$ cat src/rtl/tuning_pkg.sv
// Shared types and constants for the cap-board tuning-code sequencer.
package tuning_pkg;

    localparam int unsigned CODE_W_DEFAULT = 7;
    // Boards latch after 4+ consecutive enable-high cycles; 6 adds margin.
    localparam int unsigned MIN_STROBE_CYC = 6;

    typedef enum logic [2:0] {
        IDLE,
        SETUP,
        STROBE,
        HOLD,
        GAP
    } state_t;

endpackage

$ cat src/rtl/tuning_phase_timer.sv
// Loadable down-counter shared by every sequencer phase; zero_c marks the last cycle.
module tuning_phase_timer #(
    parameter int unsigned W = 4
) (
    input  logic         clk,
    input  logic         rst_n,
    input  logic         load,
    input  logic [W-1:0] load_val,
    output logic         zero_c
);

    logic [W-1:0] count;

    always_ff @(posedge clk) begin
        if (!rst_n) begin
            count <= '0;
        end else if (load) begin
            count <= load_val;
        end else if (count != '0) begin
            count <= count - W'(1);
        end
    end

    assign zero_c = (count == '0);

endmodule

$ cat src/rtl/tuning_sequencer.sv
// Ramps the shared tuning-code bus toward a requested target in bounded steps,
// wrapping each step in setup / strobe / hold windows for the cap-board latches.
module tuning_sequencer
    import tuning_pkg::*;
#(
    parameter int unsigned CODE_W     = CODE_W_DEFAULT,
    parameter int unsigned SETUP_CYC  = 2,
    parameter int unsigned STROBE_CYC = 8,
    parameter int unsigned HOLD_CYC   = 2,
    parameter int unsigned GAP_CYC    = 16,
    parameter int unsigned MAX_STEP   = 8
) (
    input  logic              clk,
    input  logic              rst_n,
    input  logic              req_valid,
    input  logic [CODE_W-1:0] req_code,
    output logic              req_ready,
    output logic [CODE_W-1:0] tuning_code,
    output logic              enable,
    output logic              busy,
    output logic              done,
    output logic [CODE_W-1:0] current_code
);

    localparam int unsigned MAX_SS  = (SETUP_CYC > STROBE_CYC) ? SETUP_CYC : STROBE_CYC;
    localparam int unsigned MAX_HG  = (HOLD_CYC > GAP_CYC) ? HOLD_CYC : GAP_CYC;
    localparam int unsigned MAX_CYC = (MAX_SS > MAX_HG) ? MAX_SS : MAX_HG;
    localparam int unsigned TMR_W   = (MAX_CYC > 1) ? $clog2(MAX_CYC) : 1;
    localparam int unsigned CODE_MAX = (1 << CODE_W) - 1;
    localparam int unsigned STEP_CAP = (MAX_STEP > CODE_MAX) ? CODE_MAX : MAX_STEP;
    localparam logic [CODE_W:0] STEP_LIM = (CODE_W + 1)'(STEP_CAP);

    if (STROBE_CYC < MIN_STROBE_CYC) begin : g_strobe_too_short
        $error("tuning_sequencer: STROBE_CYC below MIN_STROBE_CYC");
    end
    if (MAX_STEP < 1) begin : g_step_zero
        $error("tuning_sequencer: MAX_STEP must be at least 1");
    end
    if (SETUP_CYC < 1 || HOLD_CYC < 1 || GAP_CYC < 1) begin : g_phase_zero
        $error("tuning_sequencer: SETUP_CYC, HOLD_CYC and GAP_CYC must be at least 1");
    end

    state_t            state;
    logic [CODE_W-1:0] target;
    logic [CODE_W-1:0] next_code;

    logic [CODE_W-1:0] step_tgt_c;
    logic [CODE_W-1:0] next_c;
    logic [CODE_W:0]   diff_c;
    logic [CODE_W:0]   step_c;
    logic [CODE_W:0]   sum_c;
    logic              accept_c;
    logic              phase_end_c;
    logic              tmr_load_c;
    logic [TMR_W-1:0]  tmr_val_c;
    logic              tmr_zero_c;

    // Next ramp point; the extra bit keeps the difference from wrapping.
    always_comb begin
        step_tgt_c = (state == IDLE) ? req_code : target;
        diff_c     = '0;
        step_c     = '0;
        sum_c      = {1'b0, current_code};
        if (step_tgt_c > current_code) begin
            diff_c = {1'b0, step_tgt_c} - {1'b0, current_code};
            step_c = (diff_c > STEP_LIM) ? STEP_LIM : diff_c;
            sum_c  = {1'b0, current_code} + step_c;
        end else if (step_tgt_c < current_code) begin
            diff_c = {1'b0, current_code} - {1'b0, step_tgt_c};
            step_c = (diff_c > STEP_LIM) ? STEP_LIM : diff_c;
            sum_c  = {1'b0, current_code} - step_c;
        end
        next_c = sum_c[CODE_W] ? '1 : sum_c[CODE_W-1:0];
    end

    // Timer reloads on the edge that enters each phase with that phase's length - 1.
    always_comb begin
        accept_c    = req_valid && req_ready;
        phase_end_c = (state != IDLE) && tmr_zero_c;
        tmr_load_c  = accept_c || phase_end_c;
        tmr_val_c   = '0;
        case (state)
            IDLE, GAP: tmr_val_c = TMR_W'(SETUP_CYC - 1);
            SETUP:     tmr_val_c = TMR_W'(STROBE_CYC - 1);
            STROBE:    tmr_val_c = TMR_W'(HOLD_CYC - 1);
            HOLD:      tmr_val_c = TMR_W'(GAP_CYC - 1);
            default:   tmr_val_c = '0;
        endcase
    end

    tuning_phase_timer #(
        .W(TMR_W)
    ) u_timer (
        .clk     (clk),
        .rst_n   (rst_n),
        .load    (tmr_load_c),
        .load_val(tmr_val_c),
        .zero_c  (tmr_zero_c)
    );

    always_ff @(posedge clk) begin
        if (!rst_n) begin
            state        <= IDLE;
            target       <= '0;
            next_code    <= '0;
            tuning_code  <= '0;
            enable       <= 1'b0;
            busy         <= 1'b0;
            done         <= 1'b0;
            req_ready    <= 1'b1;
            current_code <= '0;
        end else begin
            done <= 1'b0;
            case (state)
                IDLE: begin
                    if (accept_c) begin
                        target      <= req_code;
                        next_code   <= next_c;
                        tuning_code <= next_c;
                        busy        <= 1'b1;
                        req_ready   <= 1'b0;
                        state       <= SETUP;
                    end
                end
                SETUP: begin
                    if (phase_end_c) begin
                        enable <= 1'b1;
                        state  <= STROBE;
                    end
                end
                STROBE: begin
                    if (phase_end_c) begin
                        enable <= 1'b0;
                        state  <= HOLD;
                    end
                end
                HOLD: begin
                    if (phase_end_c) begin
                        current_code <= next_code;
                        if (next_code == target) begin
                            done      <= 1'b1;
                            busy      <= 1'b0;
                            req_ready <= 1'b1;
                            state     <= IDLE;
                        end else begin
                            state <= GAP;
                        end
                    end
                end
                GAP: begin
                    if (phase_end_c) begin
                        next_code   <= next_c;
                        tuning_code <= next_c;
                        state       <= SETUP;
                    end
                end
                default: begin
                    enable    <= 1'b0;
                    busy      <= 1'b0;
                    req_ready <= 1'b1;
                    state     <= IDLE;
                end
            endcase
        end
    end

endmodule

$ cat config.mk
export PLATFORM = sky130hd
export DESIGN_NAME = tuning_sequencer
export DESIGN_NICKNAME = d
export VERILOG_FILES = /design/src/rtl/tuning_pkg.sv /design/src/rtl/tuning_phase_timer.sv /design/src/rtl/tuning_sequencer.sv
export SDC_FILE = /design/constraint.sdc
export NUM_CORES = 1
export LEC_CHECK = 0
export BUFFER_PORTS_ARGS = -buffer_cell sky130_fd_sc_hd__clkbuf_2
export CAP_MARGIN = 5
export CORE_MARGIN = 4
export CORE_UTILIZATION = 30
export DETAILED_ROUTE_END_ITERATION = 12
export SLEW_MARGIN = 25
export SYNTH_ARGS = -nofsm -noshare
export SYNTH_HDL_FRONTEND = slang
export SYNTH_HIERARCHICAL = 1
export SYNTH_SLANG_ARGS = --single-unit
export TNS_END_PERCENT = 20
$ cat constraint.sdc
create_clock -name clk -period 6.6 [get_ports clk]
set_input_delay 0.66 -clock clk [delete_from_list [all_inputs] [get_ports clk]]
set_output_delay 0.66 -clock clk [all_outputs]
set_load 0.01 [all_outputs]
==> metrics.cfg, run 1 <==
[synth]
netlist_instances=395
synth_edf_count=0
synth_fa_ha_area_frac=0.134
synth_top_flop_cell=dfxtp_1
synthMuxAreaShare=0.0480
synth-simple-area-share=0.253
synth_compound_area_frac=0.257
yosysTopAreaCellShare=0.205
post_synth_num_cell_types=71
syn_area_per_cell_um2=7.91
yosysTopAreaCell=dfxtp_1
async_flop_share=0
ys_ff_latch=32
yosysMostFrequentCell=nand2_1
synth_top_cells_by_area=dfxtp_1, ha_1, nand2_1, a21boi_0, o21ai_0
synth_top_family_by_area=compound AO/OA/AOI/OAI gates
synth_area_mm2=0.00313
synth-seq-area-share=0.205
synthXorXnorAreaFrac=0.0448
ys_top_cells_by_count=nand2_1, dfxtp_1, ha_1, inv_1, o21ai_0
ys.warnings.count=6

[worst_setup_path]
crit_arrival_ps=5700
path_max_fanout=10
reg2reg_setup_slack_ps=1090
path_cells=nor3_2 -> mux2_2 -> inv_1 -> ha_1 -> inv_1 -> fa_1 -> a211oi_4 -> o21ba_2 -> o221ai_1 -> nor4_4 -> nor2b_1 -> nor2b_1 -> ha_1 -> nor2b_1 -> o21ai_0 -> a21oi_1 -> o21a_1 -> or3_1 -> nand3_1 -> a31oi_1 -> o221a_2
critPathBufInv=2
crit_path_frequent_cell=nor2b_1
critPathMaxStageDelay_ps=590
cp-end-kind=flip-flop
cpMaxStageDelayCell=nor3_2
startpoint_type=flip-flop
critical_path_class=reg -> reg
cp.required_ps=6790
cp_top_family=simple AND/OR/NAND/NOR gates

[global_route]
grt_pass1_vias=2814
grt_overflow_total=0
grt_util_all_layers=0.144
grt_pass1_wl_um=13800
antenna_found_initial=0
grt_start_max_net_pins=34

[timing]
timing.slew.headroom=0.531
hold_violations=0
fmax_mhz=181
fin_crit_sh=0.835
period_needed_ps=5510
slew_viol_final=0
setup_tns_ps=0
worst_pin_slew_ps=696
skew_ps=6.74
rsz0062_at_grt=false
finalSetupViolCount=0

[detailed_routing]
drtPass1Iterations=4
num_vias=2891
drtIter0Drc=126
viasPerCell=5.25
routed_wl_um=8300
wire_per_inst_um=15.1
drtAntennaViolNets=0
drcViolationCount=0

[clock_tree]
root_buffer=clkbuf_8
tritoncts.num_buffers=5
cts_tree=done
cts_max_level=2
worstSkewPairLatency_ps=290
clkSlewWorstSetupHoldPaths_ps=70
cts_setup_buffers=0
post_cts_resize_count=0
clkSinkCount=32
postCtsHoldBufs=0
cts-root-to-sink-buffers=2

[hold_path]
hp-class=reg -> reg

[floorplan]
start_util=0.314
die_x_um=110
die-area_mm2=0.0121
io_pins=28
dieHeight_um=110
core_region_area_mm2=0.00995
rows=36

[finish]
final_layout_size_suffix_gt1_frac=0.151
num-fill-cells=1038
antenna_cells=0
finalInstanceArea_mm2=0.00348
area_growth_syn_to_layout_pct=11.3
nets=458

[run_status]
run_status=completed

[flow_run]
maxCapViolCount=0

[pwr]
ir_worst_vdd_mv=0.126
p_per_area_mw_per_mm2=384
p_leak_nw=1.44

[placed_design]
port-buffer-count=27
gp_congestion=0.860
dp_hpwl_um=6480
place_area_mm2=0.00337

==> cell families after synthesis <==
| kind of cell | Yosys count |
|---|---|
| flops | 32 |
| buf+inv | 43 |
| mux | 14 |
| simple gates | 145 |
| fa+ha+maj | 31 |
| other cells | 2 |
| compound gates | 112 |
| xor+xnor | 16 |
==> metrics by stage <==
| stage | power (mW) | worst slack [ps] | hold WS (ps) | std cells | utilization |
|---|---|---|---|---|---|
| 2_1_floorplan | 0.963 | 1800 | 466 | 399 | - |
| 5_1_grt | 1.45 | 723 | 528 | 551 | 0.349 |
| 3_3_place_gp | 1.13 | 1290 | 481 | 543 | 0.338 |
| 6_report | 1.34 | 1090 | 495 | 551 | 0.349 |
| 4_1_cts | 1.33 | 1170 | 499 | 551 | 0.349 |
| 3_5_place_dp | 1.14 | 1180 | 491 | 543 | 0.338 |
==> final timing paths <==
check	start	endpoint	cells past startpoint
max	state[1]	next_code[6]	21
min	target[6]	target[6]	2
max reg2reg	state[1]	next_code[6]	21
min reg2reg	target[6]	target[6]	2
==> power by group <==
group | leakage, nW | switching (mW) | internal [mW]
logic | 1.13 | 0.496 | 0.341
clock network | 0.0541 | 0.0775 | 0.112
registers | 0.262 | 0.0688 | 0.241
total | 1.44 | 0.642 | 0.694
==> layer usage <==
metal,up-vias,global-route usage,part of all wire
met5,-,0,0
met3,18,0.0268,0.047
met4,0,0.0499,0.029
met2,67,0.226,0.44
met1,1351,0.197,0.48
li1,1455,-,-
==> worst register-to-register path, delay by kind of cell, from the launching register on <==
family / cells / cell delay [ps]
compound gates: 8 / 1620
buf+inv: 2 / 120
fa+ha+maj: 3 / 860
mux: 1 / 460
flops: 1 / 400
simple gates: 7 / 1960
==> cell usage in the layout, fill, tap and decap left out, types with 4 or more instances in the layout <==
| cell type | count |
|---|---|
| ha_1 | 27 |
| mux2i_1 | 6 |
| nor2_1 | 19 |
| o211ai_1 | 4 |
| clkbuf_8 | 5 |
| nor3_1 | 5 |
| xnor2_1 | 12 |
| conb_1 | 6 |
| fa_1 | 4 |
| a21o_1 | 7 |
| nand2_1 | 50 |
| a31oi_1 | 6 |
| nand3_1 | 9 |
| and3_1 | 9 |
| nand3b_1 | 5 |
| clkbuf_2 | 27 |
| nand2b_1 | 8 |
| o21ai_0 | 21 |
| mux2_2 | 8 |
| a21oi_1 | 20 |
| nor2b_1 | 9 |
| o21a_1 | 5 |
| inv_1 | 27 |
| dfxtp_1 | 32 |
| a21boi_0 | 15 |
| and2_1 | 4 |
| xor2_1 | 4 |
==> registers in the layout, indices dropped and copies added, names as in the netlist <==
name	count
target	7
current_code	7
state	3
next_code	7
enable	1
u_timer/count	4
busy	1
req_ready	1
done	1
==> final cells by class <==
cell class,count,area [um^2],area share
multi-input combinational,324,2320,0.668
inverter,27,101,0.0291
clock inverter,3,42.5,0.0122
tap,133,166,0.0478
clock buffer,5,68.8,0.0198
sequential,32,641,0.184
timing repair buffer,27,135,0.0388
(Power assumes the default switching activity.)
==> inputs of run 2 (changes only) <==
==> constraint.sdc (replaced) <==
create_clock -name clk -period 4.7 [get_ports clk]
set_input_delay 0.47 -clock clk [delete_from_list [all_inputs] [get_ports clk]]
set_output_delay 0.47 -clock clk [all_outputs]
set_load 0.01 [all_outputs]
==> run 2 against run 1 <==
Global-route usage grew 0.18 points. Sequential cell count is the same. Clock-buffer cell count is the same. Non-clock buffer count grew 25. Critical path depth shrank 1. Core utilization grew 2.7 points. Critical path type unchanged.
==> metrics.cfg, run 2 (synthesis results as in run 1) <==
[floorplan]
start_util=0.314
dieHeight_um=110
core_region_area_mm2=0.00995
die_x_um=110
die-area_mm2=0.0121
io_pins=28
rows=36

[detailed_routing]
drtIter0Drc=220
wire_per_inst_um=15.2
drtAntennaViolNets=0
num_vias=3061
drtPass1Iterations=4
drcViolationCount=0
viasPerCell=5.31
routed_wl_um=8750

[clock_tree]
cts_max_level=2
postCtsHoldBufs=0
tritoncts.num_buffers=5
cts-root-to-sink-buffers=2
root_buffer=clkbuf_8
cts_tree=done
clkSlewWorstSetupHoldPaths_ps=80
worstSkewPairLatency_ps=290
clkSinkCount=32

[placed_design]
gp_congestion=0.870
port-buffer-count=27
dp_hpwl_um=6870
dpl.cell_count=564

[finish]
nets=483
multi_input_area_mm2=0.00242
layout_commonest_cell=nand2_1
num-fill-cells=1015
final_cells=576
area_growth_syn_to_layout_pct=19.8
ff_latch_area_um2=641
final_cell_mix=nand2_1, dfxtp_1, inv_1, clkbuf_2, buf_4
top_regs=current_code: 7 flops, next_code: 7 flops, target: 7 flops
antenna_cells=0
final_layout_size_suffix_gt1_frac=0.228

[timing]
skew_ps=7.49
setup_tns_ps=0
finalSetupViolCount=0
fmax_mhz=220
hold_violations=0
fin_crit_sh=0.968
worst_pin_slew_ps=585
timing.slew.headroom=0.610
period_needed_ps=4550
slew_viol_final=0

[worst_setup_path]
cp_top_family=simple AND/OR/NAND/NOR gates
cp-end-kind=flip-flop
critPathMaxStageDelay_ps=360
startpoint_type=flip-flop
path_max_fanout=6
critical_path_class=reg -> reg
path_cells=nor3_4 -> buf_4 -> mux2_2 -> ha_2 -> buf_4 -> a211oi_4 -> o21ba_4 -> o221ai_2 -> nor4_4 -> nor2b_4 -> nor2b_2 -> ha_4 -> nor2b_2 -> o21ai_2 -> a21oi_1 -> o21a_1 -> or3_1 -> nand3_1 -> a31oi_1 -> o221a_2
critPathBufInv=2
crit_arrival_ps=4740
cpMaxStageDelayCell=mux2_2
cp.required_ps=4890

[pwr]
sequentialPowerShare=0.212
p_leak_nw=1.57
p_sw_mw=0.966
p_clk_frac=0.111
swShare=0.481
cellInternalPower_mw=1.04
p_comb_frac=0.678
ir_worst_vdd_mv=0.169
p_per_area_mw_per_mm2=537

[global_route]
met3_usage=0.0140
grt_pass1_wl_um=14100
busiest_layer=met2
grt_pass1_vias=2870
grt_overflow_total=0
grt_util_met2=0.244
grt_start_max_net_pins=34
antenna_found_initial=0
met1_usage=0.205
grt_util_all_layers=0.146

[hold_path]
hp-class=in -> reg

[flow_run]
maxCapViolCount=0

[run_status]
run_status=completed

## run 2: through the flow
stage	util	area [um^2]	hold slack, ps	worst slack [ps]	power [mW]
2_1_floorplan	-	3150	466	2.74	1.36
3_3_place_gp	0.355	3530	485	170	1.68
3_5_place_dp	0.355	3530	490	71.3	1.68
4_1_cts	0.364	3620	433	69.9	1.91
5_1_grt	0.376	3740	445	-95.0	2.18
6_report	0.376	3740	434	151	2.01
## run 2: power by group through the flow
stage	clock network (mW)	logic (mW)	registers (mW)
finish	0.222	1.36	0.425
global route	0.234	1.51	0.435
CTS	0.226	1.26	0.424
detailed placement	0	1.25	0.431
global placement	0	1.25	0.428
floorplan	0	0.947	0.412
## run 2: final timing paths
kind | depth (start not counted) | to | slack, ps | start
worst max-delay path | 20 | next_code[6] | 150 | state[2]
worst min-delay path | 3 | target[4] | 430 | req_code[4]
worst max register to register | 20 | next_code[6] | 150 | state[2]
worst min register to register | 2 | target[6] | 500 | target[6]
## run 2: per-layer routing
metal | wire [um] | vias up
met4 | 134 | 0
met3 | 328 | 15
met5 | 0 | -
li1 | - | 1508
met1 | 4200 | 1470
met2 | 4090 | 68
## run 2: final cells by class
class                      instances  share of cell area
clock inverter                     3             0.00635
multi-input combinational        324               0.646
inverter                          27              0.0271
clock buffer                       5              0.0184
timing repair buffer              52              0.0862
tap                              133              0.0445
sequential                        32               0.171
## run 2: repair_timing
action,4_1_cts,5_1_grt
endpoints found under the setup margin,0,7
resized for setup,0,19
setup buffers,0,4
## run 2: worst register-to-register path, stage by stage, from the launching register on
cell,delay (ps)
dfxtp_1,340
nor3_4,240
buf_4,150
mux2_2,360
ha_2,320
buf_4,180
a211oi_4,280
o21ba_4,190
o221ai_2,110
nor4_4,310
nor2b_4,200
nor2b_2,230
ha_4,240
nor2b_2,160
o21ai_2,130
a21oi_1,100
o21a_1,180
or3_1,310
nand3_1,90
a31oi_1,80
o221a_2,250
==> inputs of run 3 (changes only) <==
--- a/config.mk
+++ b/config.mk
@@ -6,7 +6,6 @@
 export NUM_CORES = 1
 export LEC_CHECK = 0
 export BUFFER_PORTS_ARGS = -buffer_cell sky130_fd_sc_hd__clkbuf_2
-export CAP_MARGIN = 5
 export CORE_MARGIN = 4
 export CORE_UTILIZATION = 30
 export DETAILED_ROUTE_END_ITERATION = 12
==> constraint.sdc (replaced) <==
create_clock -name clk -period 4.7 [get_ports clk]
set_input_delay 0.94 -clock clk [delete_from_list [all_inputs] [get_ports clk]]
set_output_delay 0.94 -clock clk [all_outputs]
set_load 0.01 [all_outputs]
==> run 3 against run 2 <==
Core utilization grew 3.0 points. Die area is the same. Maximum frequency shrank 1.8%. Clock skew grew 0.63 ps. Critical path depth grew 2. Register-to-register slack lost 80 ps. Sequential share of layout area shrank 1.2 points. Via count grew 0.85%. Final cell count grew 4.5%. Critical path type unchanged. Global-route usage grew 0.33 points. Largest power group unchanged.
==> metrics.cfg, run 3 (synthesis results as in run 1) <==
[timing]
fmax_mhz=216
period_needed_ps=4630
timing.slew.headroom=0.571
worst_pin_slew_ps=637
finalSetupViolCount=0
fin_crit_sh=0.986
rsz0062_at_grt=true
skew_ps=8.12
slew_viol_final=0
hold_violations=0

[pwr]
sequentialPowerShare=0.192
p_sw_mw=1.03
p_leak_nw=1.71
swShare=0.467
p_comb_frac=0.707
p_per_area_mw_per_mm2=546
p_clk_frac=0.101
cellInternalPower_mw=1.17
ir_worst_vdd_mv=0.207

[finish]
multi_input_area_mm2=0.00250
nets=509
ff_latch_area_um2=642
top_regs=current_code: 7 flops, next_code: 7 flops, target: 7 flops
layout_commonest_cell=buf_4
utilization=0.406
antenna_cells=0
num-fill-cells=994
area_growth_syn_to_layout_pct=29.3
final_cells=602
final_cell_mix=buf_4, nand2_1, dfxtp_1, clkbuf_2, inv_1
final_layout_size_suffix_gt1_frac=0.290

[global_route]
antenna_found_initial=0
grt_pass1_vias=2997
grt_start_max_net_pins=34
grt_pass1_wl_um=14500
grt_util_all_layers=0.149
grt_overflow_total=0

[worst_setup_path]
crit_arrival_ps=4810
path_max_fanout=8
cp-end-kind=flip-flop
startpoint_type=flip-flop
critical_path_class=reg -> reg
cp.required_ps=4870

[hold_path]
hp-class=reg -> reg

[clock_tree]
cts-root-to-sink-buffers=2
tritoncts.num_buffers=5
cts_tree=done
cts_max_level=2
root_buffer=clkbuf_8
postCtsHoldBufs=0
clkSlewWorstSetupHoldPaths_ps=70
worstSkewPairLatency_ps=280
clkSinkCount=32

[placed_design]
dp_hpwl_um=6970
port-buffer-count=27
dpl.cell_count=584
gp_congestion=0.937

[detailed_routing]
num_vias=3087
routed_wl_um=9220
drtAntennaViolNets=0
drtIter0Drc=152
drtPass1Iterations=4
viasPerCell=5.13
drcViolationCount=0
wire_per_inst_um=15.3

[floorplan]
die-area_mm2=0.0121
core_region_area_mm2=0.00995
rows=36
start_util=0.314
io_pins=28
dieHeight_um=110
die_x_um=110

[run_status]
run_status=completed

[flow_run]
maxCapViolCount=0

-- run 3: cell types whose count changed in the layout (fill, tap and decap cells not counted), moves of 2 or more --
| cell | before | now |
|---|---|---|
| nor2b_2 | 2 | 0 |
| nand2_1 | 50 | 48 |
| inv_2 | 0 | 2 |
| nand2_2 | 0 | 2 |
| inv_1 | 27 | 25 |
| ha_2 | 3 | 1 |
| nor2b_4 | 1 | 3 |
| buf_4 | 25 | 49 |
-- run 3: power groups by stage --
stage | Clock [mW] | Sequential (mW) | Combinational, mW
6_report | 0.223 | 0.424 | 1.56
5_1_grt | 0.239 | 0.434 | 1.70
4_1_cts | 0.230 | 0.423 | 1.36
3_5_place_dp | 0 | 0.429 | 1.35
3_3_place_gp | 0 | 0.426 | 1.33
2_1_floorplan | 0 | 0.412 | 0.949
-- run 3: path summary, 6_finish.rpt --
check        depth (start not counted)  slack [ps]           end  startpoint
max reg2reg                         22          70  next_code[6]    state[2]
min                                  2         490     target[2]   target[2]
min reg2reg                          2         490     target[2]   target[2]
max                                 22          70  next_code[6]    state[2]
-- run 3: critical path, cell delays in order, from the launching register on --
cell and delay [ps]:
dfxtp_2 330, nor3_4 230, buf_12 150, mux2_4 310
inv_2 70, ha_4 130, inv_2 40, fa_2 380
a211oi_4 310, o21ba_4 180, o221ai_4 110, nor4_4 310
nor2b_4 200, nor2b_4 170, ha_4 210, nor2b_4 130
o21ai_2 150, a21oi_2 70, o21a_1 200, or3_1 360
nand3_1 90, a31oi_1 100, o221a_2 270
-- run 3: layout make-up --
| cell class | instances | area share |
|---|---|---|
| clock buffer | 7 | 0.0214 |
| multi-input combinational | 324 | 0.619 |
| tap | 133 | 0.0412 |
| sequential | 32 | 0.159 |
| clock inverter | 1 | 0.00186 |
| inverter | 27 | 0.0251 |
| timing repair buffer | 78 | 0.132 |
-- run 3: through the flow --
stage / setup WS [ps] / TNS, ps / hold WS [ps] / area, um^2 / power (mW)
after floorplan: 26.8 / 0 / 466 / 3150 / 1.36
after global placement: -72.5 / -187 / 482 / 3700 / 1.76
after detailed placement: -169 / -542 / 489 / 3700 / 1.77
after CTS: 2.54 / 0 / 498 / 3790 / 2.01
after global routing: -131 / -201 / 526 / 4040 / 2.38
final: 67.5 / 0 / 495 / 4040 / 2.20
-- run 3: repair_timing --
item / CTS / global route
buffers inserted: 0 / 10
endpoints found under the hold margin: 0 / 0
setup endpoints to repair: 0 / 7
resized for setup: 0 / 38
-- run 3: metal layers --
layer	part of all wire	wire, um	GRT usage
met2	0.49	4500	0.247
met5	0	0	0
met1	0.44	4040	0.207
met3	0.060	554	0.0210
met4	0.013	117	0.0276
